**src/rtl/tinytone_pkg.sv**
```systemverilog
// Shared constants and FSM encoding for the tinytone sound path blocks.
package tinytone_pkg;

    // Default counter width and silence timeout shared with the strobe generator
    localparam int          DEF_BW          = 24;
    localparam logic [23:0] DEF_TIMEOUT     = 24'd2400000;
    localparam int          DEF_SYNC_STAGES = 2;

    // PWM demodulator state encoding
    localparam logic [1:0] S_IDLE = 2'd0;
    localparam logic [1:0] S_HIGH = 2'd1;
    localparam logic [1:0] S_LOW  = 2'd2;

    typedef enum logic [1:0] {
        ST_IDLE = S_IDLE,  // waiting for the first rising edge
        ST_HIGH = S_HIGH,  // rising edge seen, waiting for the falling edge
        ST_LOW  = S_LOW    // falling edge seen, waiting for the closing rising edge
    } demod_state_t;

endpackage

```
**src/rtl/sync_edge_detect.sv**
```systemverilog
// Multi-flop synchronizer for an asynchronous level input with registered
// previous-level flop, giving a clean level plus single-cycle rise/fall pulses.
// SYNC_STAGES must be at least 2.
module sync_edge_detect #(
    parameter int SYNC_STAGES = 2
) (
    input  logic clk_i,
    input  logic rst_n_i,
    input  logic d_i,
    output logic level,
    output logic rise,
    output logic fall
);

    logic [SYNC_STAGES-1:0] r_sync;
    logic                   r_prev;

    // Shift the raw input through the synchronizer chain and remember the last level
    always_ff @(posedge clk_i or negedge rst_n_i) begin
        if (!rst_n_i) begin
            r_sync <= '0;
            r_prev <= 1'b0;
        end else begin
            r_sync <= {r_sync[SYNC_STAGES-2:0], d_i};
            r_prev <= r_sync[SYNC_STAGES-1];
        end
    end

    assign level = r_sync[SYNC_STAGES-1];
    assign rise  = level & ~r_prev;
    assign fall  = ~level & r_prev;

endmodule

```
**src/rtl/pwm_demodulator.sv**
```systemverilog
// PWM demodulator: measures period (rise to rise) and high time (rise to fall)
// of a synchronized PWM input in clock cycles, strobes each completed
// measurement, flags period changes and reports silence after a timeout.
module pwm_demodulator
    import tinytone_pkg::*;
#(
    parameter int             BW          = DEF_BW,
    parameter int             SYNC_STAGES = DEF_SYNC_STAGES,
    parameter logic [BW-1:0]  TIMEOUT     = BW'(DEF_TIMEOUT)
) (
    input  logic          clk_i,
    input  logic          rst_n_i,
    input  logic          pwm_i,
    output logic [BW-1:0] period_o,
    output logic [BW-1:0] high_o,
    output logic          valid_o,
    output logic          note_change_o,
    output logic          silent_o
);

    localparam logic [BW-1:0] CNT_ONE = BW'(1);

    // Synchronized input and edge pulses
    logic w_level;
    logic w_rise;
    logic w_fall;

    sync_edge_detect #(
        .SYNC_STAGES (SYNC_STAGES)
    ) u_sync (
        .clk_i   (clk_i),
        .rst_n_i (rst_n_i),
        .d_i     (pwm_i),
        .level   (w_level),
        .rise    (w_rise),
        .fall    (w_fall)
    );

    // State and datapath registers
    demod_state_t  r_state;
    logic [BW-1:0] r_cnt;
    logic [BW-1:0] r_hcnt;
    logic [BW-1:0] r_period;
    logic [BW-1:0] r_high;
    logic          r_valid;
    logic          r_note;
    logic          r_silent;

    // Next-state values
    demod_state_t  w_state_nxt;
    logic [BW-1:0] w_cnt_nxt;
    logic [BW-1:0] w_hcnt_nxt;
    logic [BW-1:0] w_period_nxt;
    logic [BW-1:0] w_high_nxt;
    logic          w_valid_nxt;
    logic          w_note_nxt;
    logic          w_silent_nxt;
    logic          w_at_timeout;

    assign w_at_timeout = (r_cnt == TIMEOUT);

    // Cycle counter: restarts at 1 on every rise so that at the next rise it
    // holds the period; it sticks at TIMEOUT so it never wraps during silence.
    always_comb begin
        w_cnt_nxt = r_cnt;
        if (w_rise) begin
            w_cnt_nxt = CNT_ONE;
        end else if (!w_at_timeout) begin
            w_cnt_nxt = r_cnt + 1'b1;
        end
    end

    // Measurement FSM: next state and next output/latch values.
    // An edge always takes priority over a coincident timeout; the timeout
    // guard therefore checks that the synchronized level has not changed.
    always_comb begin
        w_state_nxt  = r_state;
        w_hcnt_nxt   = r_hcnt;
        w_period_nxt = r_period;
        w_high_nxt   = r_high;
        w_valid_nxt  = 1'b0;
        w_note_nxt   = 1'b0;
        w_silent_nxt = r_silent;

        case (r_state)
            ST_IDLE: begin
                if (w_rise) begin
                    w_state_nxt = ST_HIGH;
                end
            end

            ST_HIGH: begin
                if (w_fall) begin
                    w_hcnt_nxt  = r_cnt;
                    w_state_nxt = ST_LOW;
                end else if (w_level && w_at_timeout) begin
                    // Input stuck high
                    w_state_nxt  = ST_IDLE;
                    w_silent_nxt = 1'b1;
                    w_period_nxt = '0;
                    w_high_nxt   = '0;
                end
            end

            ST_LOW: begin
                if (w_rise) begin
                    w_period_nxt = r_cnt;
                    w_high_nxt   = r_hcnt;
                    w_valid_nxt  = 1'b1;
                    w_note_nxt   = (r_cnt != r_period);
                    w_silent_nxt = 1'b0;
                    w_state_nxt  = ST_HIGH;
                end else if (!w_level && w_at_timeout) begin
                    // Input stuck low
                    w_state_nxt  = ST_IDLE;
                    w_silent_nxt = 1'b1;
                    w_period_nxt = '0;
                    w_high_nxt   = '0;
                end
            end

            default: begin
                w_state_nxt = ST_IDLE;
            end
        endcase
    end

    // Register state, counters and outputs; reset discards any partial measurement
    always_ff @(posedge clk_i or negedge rst_n_i) begin
        if (!rst_n_i) begin
            r_state  <= ST_IDLE;
            r_cnt    <= '0;
            r_hcnt   <= '0;
            r_period <= '0;
            r_high   <= '0;
            r_valid  <= 1'b0;
            r_note   <= 1'b0;
            r_silent <= 1'b1;
        end else begin
            r_state  <= w_state_nxt;
            r_cnt    <= w_cnt_nxt;
            r_hcnt   <= w_hcnt_nxt;
            r_period <= w_period_nxt;
            r_high   <= w_high_nxt;
            r_valid  <= w_valid_nxt;
            r_note   <= w_note_nxt;
            r_silent <= w_silent_nxt;
        end
    end

    assign period_o      = r_period;
    assign high_o        = r_high;
    assign valid_o       = r_valid;
    assign note_change_o = r_note;
    assign silent_o      = r_silent;

endmodule
```
**config.mk**
```make
export PLATFORM = sky130hd
export DESIGN_NAME = pwm_demodulator
export DESIGN_NICKNAME = d
export VERILOG_FILES = /design/src/rtl/tinytone_pkg.sv /design/src/rtl/sync_edge_detect.sv /design/src/rtl/pwm_demodulator.sv
export SDC_FILE = /design/constraint.sdc
export NUM_CORES = 1
export LEC_CHECK = 0
export ABC_AREA = 1
export CAP_MARGIN = 0
export CORE_ASPECT_RATIO = 0.5
export CORE_UTILIZATION = 45
export CTS_CLUSTER_SIZE = 28
export DETAILED_ROUTE_END_ITERATION = 16
export PLACE_DENSITY_LB_ADDON = 0.2
export SLEW_MARGIN = 20
export SYNTH_ARGS = -nofsm -noshare
export SYNTH_HDL_FRONTEND = slang
export SYNTH_HIERARCHICAL = 1
export SYNTH_SLANG_ARGS = --single-unit
```
**constraint.sdc**
```tcl
create_clock -name clk_i -period 2.27 [get_ports clk_i]
set_clock_uncertainty 0.1 [all_clocks]
set_input_delay 0.454 -clock clk_i [delete_from_list [all_inputs] [get_ports clk_i]]
set_output_delay 0.454 -clock clk_i [all_outputs]
set_load 0.03 [all_outputs]
```
After elaboration in Yosys (flattened, before gate mapping)

Index checks and enable logic that the tools add are counted.
W data, S select, Z words.

RAM bits: 0
Bits in latches: 0
ROM bits: 0
Memories: 0
Input bits: 3
Register bits after elaboration: 104
Output and inout bits: 51
Word-level logic and storage cells: 57

Div/mod/pow operators: 0
Mux-type cells: 24
Shifts and indexed selects: 0
Reductions and logical operators: 8
Bitwise logic cells: 4
$lt $le $gt $ge: 0
$mul: 0
Eq/ne operators: 10
Add/subtract/negate cells: 1

Operators by type and width:

| kind                    | number |
|---|---|
| $mux W24                | 7 |
| $pmux W24 S2            | 2 |
| $add A24 B1 Y24 const B | 1 |
| $eq A24 B22 Y1 const B  | 1 |
| $ne A24 B24 Y1          | 1 |
| $mux W2                 | 5 |
| $mux W1                 | 8 |
| $ne A3 B2 Y1 const B    | 2 |
| $pmux W2 S3             | 1 |
| $ne A2 B1 Y1 const B    | 2 |
| $ne A2 B2 Y1 const B    | 2 |
| $reduce_and A4 Y1       | 1 |
| $reduce_and A3 Y1       | 1 |
| $and A1 B1 Y1           | 2 |
| $eq A2 B1 Y1 const B    | 1 |
| $eq A2 B2 Y1 const B    | 1 |
| $logic_and A1 B1 Y1     | 2 |
| $logic_not A2 Y1        | 1 |
| $not A1 Y1              | 2 |
| $pmux W1 S2             | 1 |
| $reduce_and A2 Y1       | 1 |
| $reduce_bool A2 Y1      | 1 |
| $logic_not A1 Y1        | 1 |

Logic depth before layout (Yosys ltp)

Gate-level depths: netlist of the first run.

Word-level depth: 5
Depth in mapped cells: 12
Mapped depth without buffers: 9

By module

Netlist of the first run, hierarchy kept.

Modules (own cells, without submodules):

| module           | instances | area each (um^2) | cells each |
|---|---|---|---|
| pwm_demodulator  | 1         | 4634.4           | 556 |
| sync_edge_detect | 1         | 90.1             | 7 |

Worst setup path after synthesis of the first run

OpenSTA, ideal clock, no wires.

Kind: register to register
Start: register r_cnt[0]
End: register r_period[13] (netlist: period_o[13])
Stages on the path, launching flop included: 12
Arrival time: 1.602 ns
Library setup time: 0.118 ns
Required time: 2.052 ns
Slack: 0.450 ns
Path through: dfrtp_1 inv_1 ha_1 nand2_1 nor2_1 nand4_2 a21oi_4 nand2_2 buf_6 buf_6 nand2_1 nand2_1

Word-level cells in the longest chain between the ends: 4

RTL lines:

| what                                                          | RTL line                                      | source |
|---|---|---|
| start: declaration                                            | pwm_demodulator.sv:41                         | `logic [BW-1:0] r_cnt;` |
| start signal: assignment                                      | pwm_demodulator.sv:141                        | `r_cnt <= w_cnt_nxt;` |
| $eq A24 B22 Y1 *                                              | pwm_demodulator.sv:60                         | `assign w_at_timeout = (r_cnt == TIMEOUT);` |
| $logic_and A1 B1 Y1 (on tied branches)                        | pwm_demodulator.sv:113, pwm_demodulator.sv:96 |  |
| $ne A3 B2 Y1 (no line) / $ne A2 B2 Y1 (equally long branches) | n/a                                           |  |
| $reduce_and A4 Y1 (no line) *                                 | n/a                                           |  |
| end signal: assignment                                        | pwm_demodulator.sv:143                        | `r_period <= w_period_nxt;` |
| end: declaration                                              | pwm_demodulator.sv:43                         | `logic [BW-1:0] r_period;` |

Mark *: on every way between the ends. The rest lies on a longest branch, timed or not.
A chain may end at the register's enable or synchronous reset.

Final worst setup path of the first run

Start: register r_silent (netlist: silent_o)
End: output port silent_o

RTL lines:

| what                     | RTL line               | source |
|---|---|---|
| start: declaration       | pwm_demodulator.sv:47  | `logic r_silent;` |
| start signal: assignment | pwm_demodulator.sv:147 | `r_silent <= w_silent_nxt;` |
| end: declaration         | pwm_demodulator.sv:18  | `output logic silent_o` |

No word-level cell between the ends.

==> impl_results.md, run 1 <==
- Clk sinks: 104
- Crit-path leading delay family: buffers and inverters
- Logic pwr share: 20.6%
- Average instance area after synthesis: 8.39 um^2
- Net Sw Frac: 32.2%
- Worst reg-to-reg setup slack: 180 ps
- F_max: 0.475 GHz
- Arr. time, crit path: 1550 ps
- # IOs: 54
- Crit-path slowest cell: clkdlybuf4s50_1
- Largest area contributor in the netlist: dfrtp_1
- Port buffer count: 53
- Final hold slack: -12.6 ps
- Worst EP required: 1720 ps
- Slew Limit Fails: 0
- Commonest cells after routing, fill and taps aside: nand2_1, dfrtp_1, clkdlybuf4s50_1
- #FFs+latches synth: 104
- WL/cell: 14.7 um
- Syn Inst Count: 563
- WL final: 11.2 mm
- Dpl hpwl: 7.84 mm
- Total of max-cap violations: 0
- Final hold viol count: 17
- Reg-to-Reg Start: r_cnt[0]
- Crit Path Max Fanout: 2
- Vias in the first global route: 3,430
- RR Endpoint: high_o[8]
- Routability Congestion: 0.829
- Post-place setup slack: 209 ps
- Ranking of synthesized cells by area: dfrtp_1, nand2_1, xnor2_1, o21ai_0, inv_1
- CP cell instances: clkdlybuf4s50_1
- Clock slew at reported path FFs: 70 ps
- Crit Path Class: reg2out
- Final routed DRC violation total: 0
- # nets final: 621
- Clk pwr share: 32.2%
- Initial core utilization: 46.3%
- Internal power: 3.12 mW
- Chip height: 74.5 um
- Post-CTS resize count: 0
- Most common cell after layout, fill and taps aside: nand2_1
- Finished Layout Cells: 761
- Hold WC Path Type: in2async
- Max incr delay on CP: 660 ps
- Largest net degree at the start of global routing: 47
- Unrepaired setup endpoints after global routing: no
- Slew HR: 63.5%
- Diodes inserted: 0
- Tightest Pin Transition: 547 ps
- Clock Path Buffers: 2
- Final instance area: 5730 um^2
- DRT iter0 DRCs: 227
- Placed cell count: 745
- Mapped Area: 4720 um^2
- Buf/Inv on CP: 1
- P per Cell Area: 804 nW/um^2
- Total grt overflow: 0
- Post-synth top area share: 54.6%
- Final period util: 92.8%
- Yosys cell types: 31
- Mean number of vias per cell: 4.98
- Syn Nets: 568
- FP Rows: 26
- Post-synthesis to final-layout area growth: 21.3%
- CTS buffer count: 9
- Setup ws final: 164 ps
- Worst Setup End Kind: output port
- Min Tclk post-route: 2110 ps
- Worst skew pair latency: 350 ps
- Crit start category: flop
- CTS tree: yes
- Cts-stage hold buffer count: 0
- Ys async rst share: 100%
- # setup viols final: 0
- Worst R2R Path Depth: 10
- Sw Pwr: 1.49 mW
- Initial DRT Pass Iterations: 5
- Layout cells sized above 1: 7.41%
- Leak pwr: 2.74 nW
- Clock root buffer: clkbuf_16
- Status: finished, violations left
- Syn. warnings: 6
- Setup Fix Bufs, Post-CTS: 0
- Die area: 10,900 um^2
- Failing checks: negative hold slack
- Seq pwr share: 47.1%
- Die X: 147 um
- Gr usage total: 21.5%
- H-tree levels: 3
- Core box area: 10,200 um^2
- Antenna Violating Nets Remaining: 0
- First-pass GRT wire length: 17.8 mm
- Max rail drop VDD: 0.000340 V
- Ys flop type: dfrtp_1
- EDFF count, synth: 0
- Fin Setup TNS: 0 ps
- Vias: 3,787
- Seq/Total Area, Yosys: 55.1%
- Initial antenna violation count: 0
- DP Area: 5450 um^2
## stage by stage
stage	util (%)	power (mW)
finish	56.1	4.61
global route	56.1	4.84
CTS	56.1	4.64
detailed placement	53.4	3.16
global placement	53.4	3.16
floorplan	-	2.80
## worst reg2reg max path, delay by kind of cell, from the launching register on
kind,cells,cell delay [ps]
AOI/OAI and AO/OA,1,180
adders and majority gates,1,200
buffers and inverters,2,410
DFF,1,440
and+or+nand+nor,6,660
## synth_stat cells, types with 3 or more instances
master	number
o21ai_0	37
nand3_1	17
inv_2	4
dfrtp_1	103
a21oi_1	17
buf_2	14
clkbuf_1	8
nor3_1	11
nand2_1	204
xor2_1	3
xnor2_1	24
buf_4	3
inv_1	40
nand4_1	15
nor2_1	40
## worst max path at each step
stage	start	endpoint	cells after the start
after global routing	r_cnt[0]	period_o[9]	10
after floorplan	r_cnt[0]	period_o[13]	11
after CTS	silent_o	silent_o	1
final	silent_o	silent_o	1
after global placement	r_cnt[0]	period_o[13]	10
after detailed placement	r_cnt[0]	period_o[9]	10
## flip-flops by register name, summed over array words and instances (netlist names), 2 cells and up
signal / flops
r_state: 2
r_hcnt: 24
r_cnt: 24
high_o: 24
period_o: 24
u_sync/r_sync: 2
## power by group through the flow
stage                     clock network [mW]  registers [mW]  logic [mW]
after global placement                     0            2.21       0.950
final                                   1.48            2.17       0.952
after detailed placement                   0            2.21       0.957
after CTS                               1.51            2.17       0.959
after floorplan                            0            2.30       0.498
after global routing                    1.58            2.20        1.06
## layer usage
| layer | global-route usage, % | up-vias | part of all wire, % |
|---|---|---|---|
| met2 | 29.9 | 111 | 39 |
| met5 | 0 | - | 0 |
| met1 | 33.0 | 1787 | 54 |
| met3 | 4.66 | 14 | 5.6 |
| met4 | 7.45 | 0 | 1.2 |
| li1 | - | 1875 | - |
## cell type report
| cell class | instances | area (um^2) |
|---|---|---|
| Fill cell | 972 | 4480 |
| Clock inverter | 6 | 52.6 |
| Sequential cell | 104 | 2600 |
| Timing Repair Buffer | 70 | 693 |
| Tap cell | 140 | 175 |
| Multi-Input combinational cell | 385 | 1810 |
| Clock buffer | 10 | 229 |
| Inverter | 46 | 173 |
## cells by family after synthesis
group,after synthesis,share of synthesized area (%)
and+or+nand+nor,295,25.6
DFF,104,55.1
buffers and inverters,74,6.81
AOI/OAI and AO/OA,61,6.91
xor gates and xnor gates,27,5.01
adders and majority gates,2,0.530
No activity file was read; power rests on OpenSTA's default activity.
==> inputs of run 2 (changes only) <==
--- a/config.mk
+++ b/config.mk
@@ -11,6 +11,7 @@
 export CORE_UTILIZATION = 45
 export CTS_CLUSTER_SIZE = 28
 export DETAILED_ROUTE_END_ITERATION = 16
+export HOLD_SLACK_MARGIN = 0.05
 export PLACE_DENSITY_LB_ADDON = 0.2
 export SLEW_MARGIN = 20
 export SYNTH_ARGS = -nofsm -noshare
==> run 2 against run 1 <==
Effect of this change:
- the flow now finishes without violations
- design area is 0.17% higher
- non-clock buffer count rose by 1
- worst hold slack better by 270 ps
- cell count increased by 0.13%
- total power hardly changed
- clock-buffer cell count did not move
- critical path depth stayed put
- die area did not move
- via count is 0.84% higher
- sequential cell count unchanged
- highest routed layer unchanged
==> impl_results.md, run 2 (same netlist as run 1, synthesis figures left out) <==
- Die X: 147 um
- Chip height: 74.5 um
- Final instance area: 5740 um^2
- H-tree levels: 3
- Final routed DRC violation total: 0
- Port buffer count: 53
- CTS tree: yes
- Worst EP required: 1720 ps
- Worst skew pair latency: 350 ps
- Slew Limit Fails: 0
- Post-CTS resize count: 0
- Slew HR: 63.9%
- Layout cells sized above 1: 7.40%
- Crit Path Max Fanout: 2
- Tightest Pin Transition: 542 ps
- P per Cell Area: 803 nW/um^2
- Crit path from: silent_o
- Arr. time, crit path: 1550 ps
- Hold Path Origin: u_sync/r_sync[0]
- Post-synthesis to final-layout area growth: 21.6%
- # nets final: 622
- DP Area: 5450 um^2
- Clock Path Buffers: 2
- Clock root buffer: clkbuf_16
- Hold EP: u_sync/r_sync[1]
- Vias: 3,819
- WL final: 11.1 mm
- Commonest cells after routing, fill and taps aside: nand2_1, dfrtp_1, clkdlybuf4s50_1
- Setup Fix Bufs, Post-CTS: 0
- Routability Congestion: 0.829
- Unrepaired setup endpoints after global routing: no
- Crit start category: flop
- Clock slew at reported path FFs: 70 ps
- Status: complete, no violations
- Crit-path leading delay family: buffers and inverters
- FP Rows: 26
- Max rail drop VDD: 0.000341 V
- RR Endpoint: high_o[8]
- Largest net degree at the start of global routing: 47
- CP cell instances: clkdlybuf4s50_1
- Fin Setup TNS: 0 ps
- Buf/Inv on CP: 1
- Worst R2R Path Depth: 10
- Hold WC Path Type: reg2reg
- Most common cell after layout, fill and taps aside: nand2_1
- Total of max-cap violations: 0
- Total grt overflow: 0
- # IOs: 54
- First-pass GRT wire length: 17.8 mm
- Clk sinks: 104
- Vias in the first global route: 3,430
- Hold depth: 0
- Leak pwr: 2.74 nW
- DRT iter0 DRCs: 206
- Worst Setup End Kind: output port
- Initial antenna violation count: 0
- WL/cell: 14.5 um
- Antenna Violating Nets Remaining: 0
- CTS buffer count: 9
- # setup viols final: 0
- Worst reg-to-reg setup slack: 180 ps
- Initial DRT Pass Iterations: 5
- Min Tclk post-route: 2110 ps
- Reg-to-Reg Start: r_cnt[0]
- Die area: 10,900 um^2
- Final hold viol count: 0
- F_max: 0.475 GHz
- Crit Path Class: reg2out
- Diodes inserted: 0
- Mean number of vias per cell: 5.01
- Dpl hpwl: 7.84 mm
- Core box area: 10,200 um^2
- Final period util: 92.8%
- Max incr delay on CP: 660 ps
- Gr usage total: 21.5%
- Initial core utilization: 46.3%
- Crit-path slowest cell: clkdlybuf4s50_1
==> run 2: cell count changes in the layout (fill, tap and decap cells not counted) <==
| cell | before | now |
|---|---|---|
| dlygate4sd3_1 | 0 | 1 |
==> run 2: cell type report <==
cell class | instances | area, um^2
Tap cell | 140 | 175
Timing Repair Buffer | 71 | 703
Sequential cell | 104 | 2600
Fill cell | 970 | 4470
Inverter | 46 | 173
Clock buffer | 10 | 229
Multi-Input combinational cell | 385 | 1810
Clock inverter | 6 | 52.6
==> run 2: routing by layer <==
metal	GRT usage (%)	wire length [um]	up-vias	part of all wire [%]
met2	29.9	4400	121	40
met1	33.0	5880	1803	53
met3	4.66	664	18	6.0
li1	-	-	1877	-
met5	0	0	-	0
met4	7.45	150	0	1.4
==> run 2: report_power, final <==
part,total (mW),internal [mW],switching [mW],leakage (nW)
clock network,1.48,0.760,0.721,0.131
registers,2.17,2.02,0.157,1.43
logic,0.957,0.348,0.609,1.18
total,4.61,3.12,1.49,2.74
==> run 2: how the worst max path moves through the flow <==
stage | cells past startpoint | end | slack [ps]
floorplan | 11 | period_o[13] | 450
global placement | 10 | period_o[13] | 280
detailed placement | 10 | period_o[9] | 210
CTS | 1 | silent_o | 150
global route | 10 | period_o[9] | 40
finish | 1 | silent_o | 160
==> run 2: metrics by stage <==
step	hold WS [ps]	util, %	instances	worst slack [ps]	power [mW]
4_1_cts	258	56.2	762	152	4.64
2_1_floorplan	58.4	-	563	450	2.80
3_3_place_gp	235	53.4	745	279	3.16
5_1_grt	285	56.2	762	35.4	4.84
6_report	258	56.2	762	164	4.61
3_5_place_dp	243	53.4	745	209	3.16
==> run 2: what timing repair did <==
item                                    CTS  global route
hold buffers                              1             0
endpoints found under the setup margin    0             0
endpoints found under the hold margin    37             0
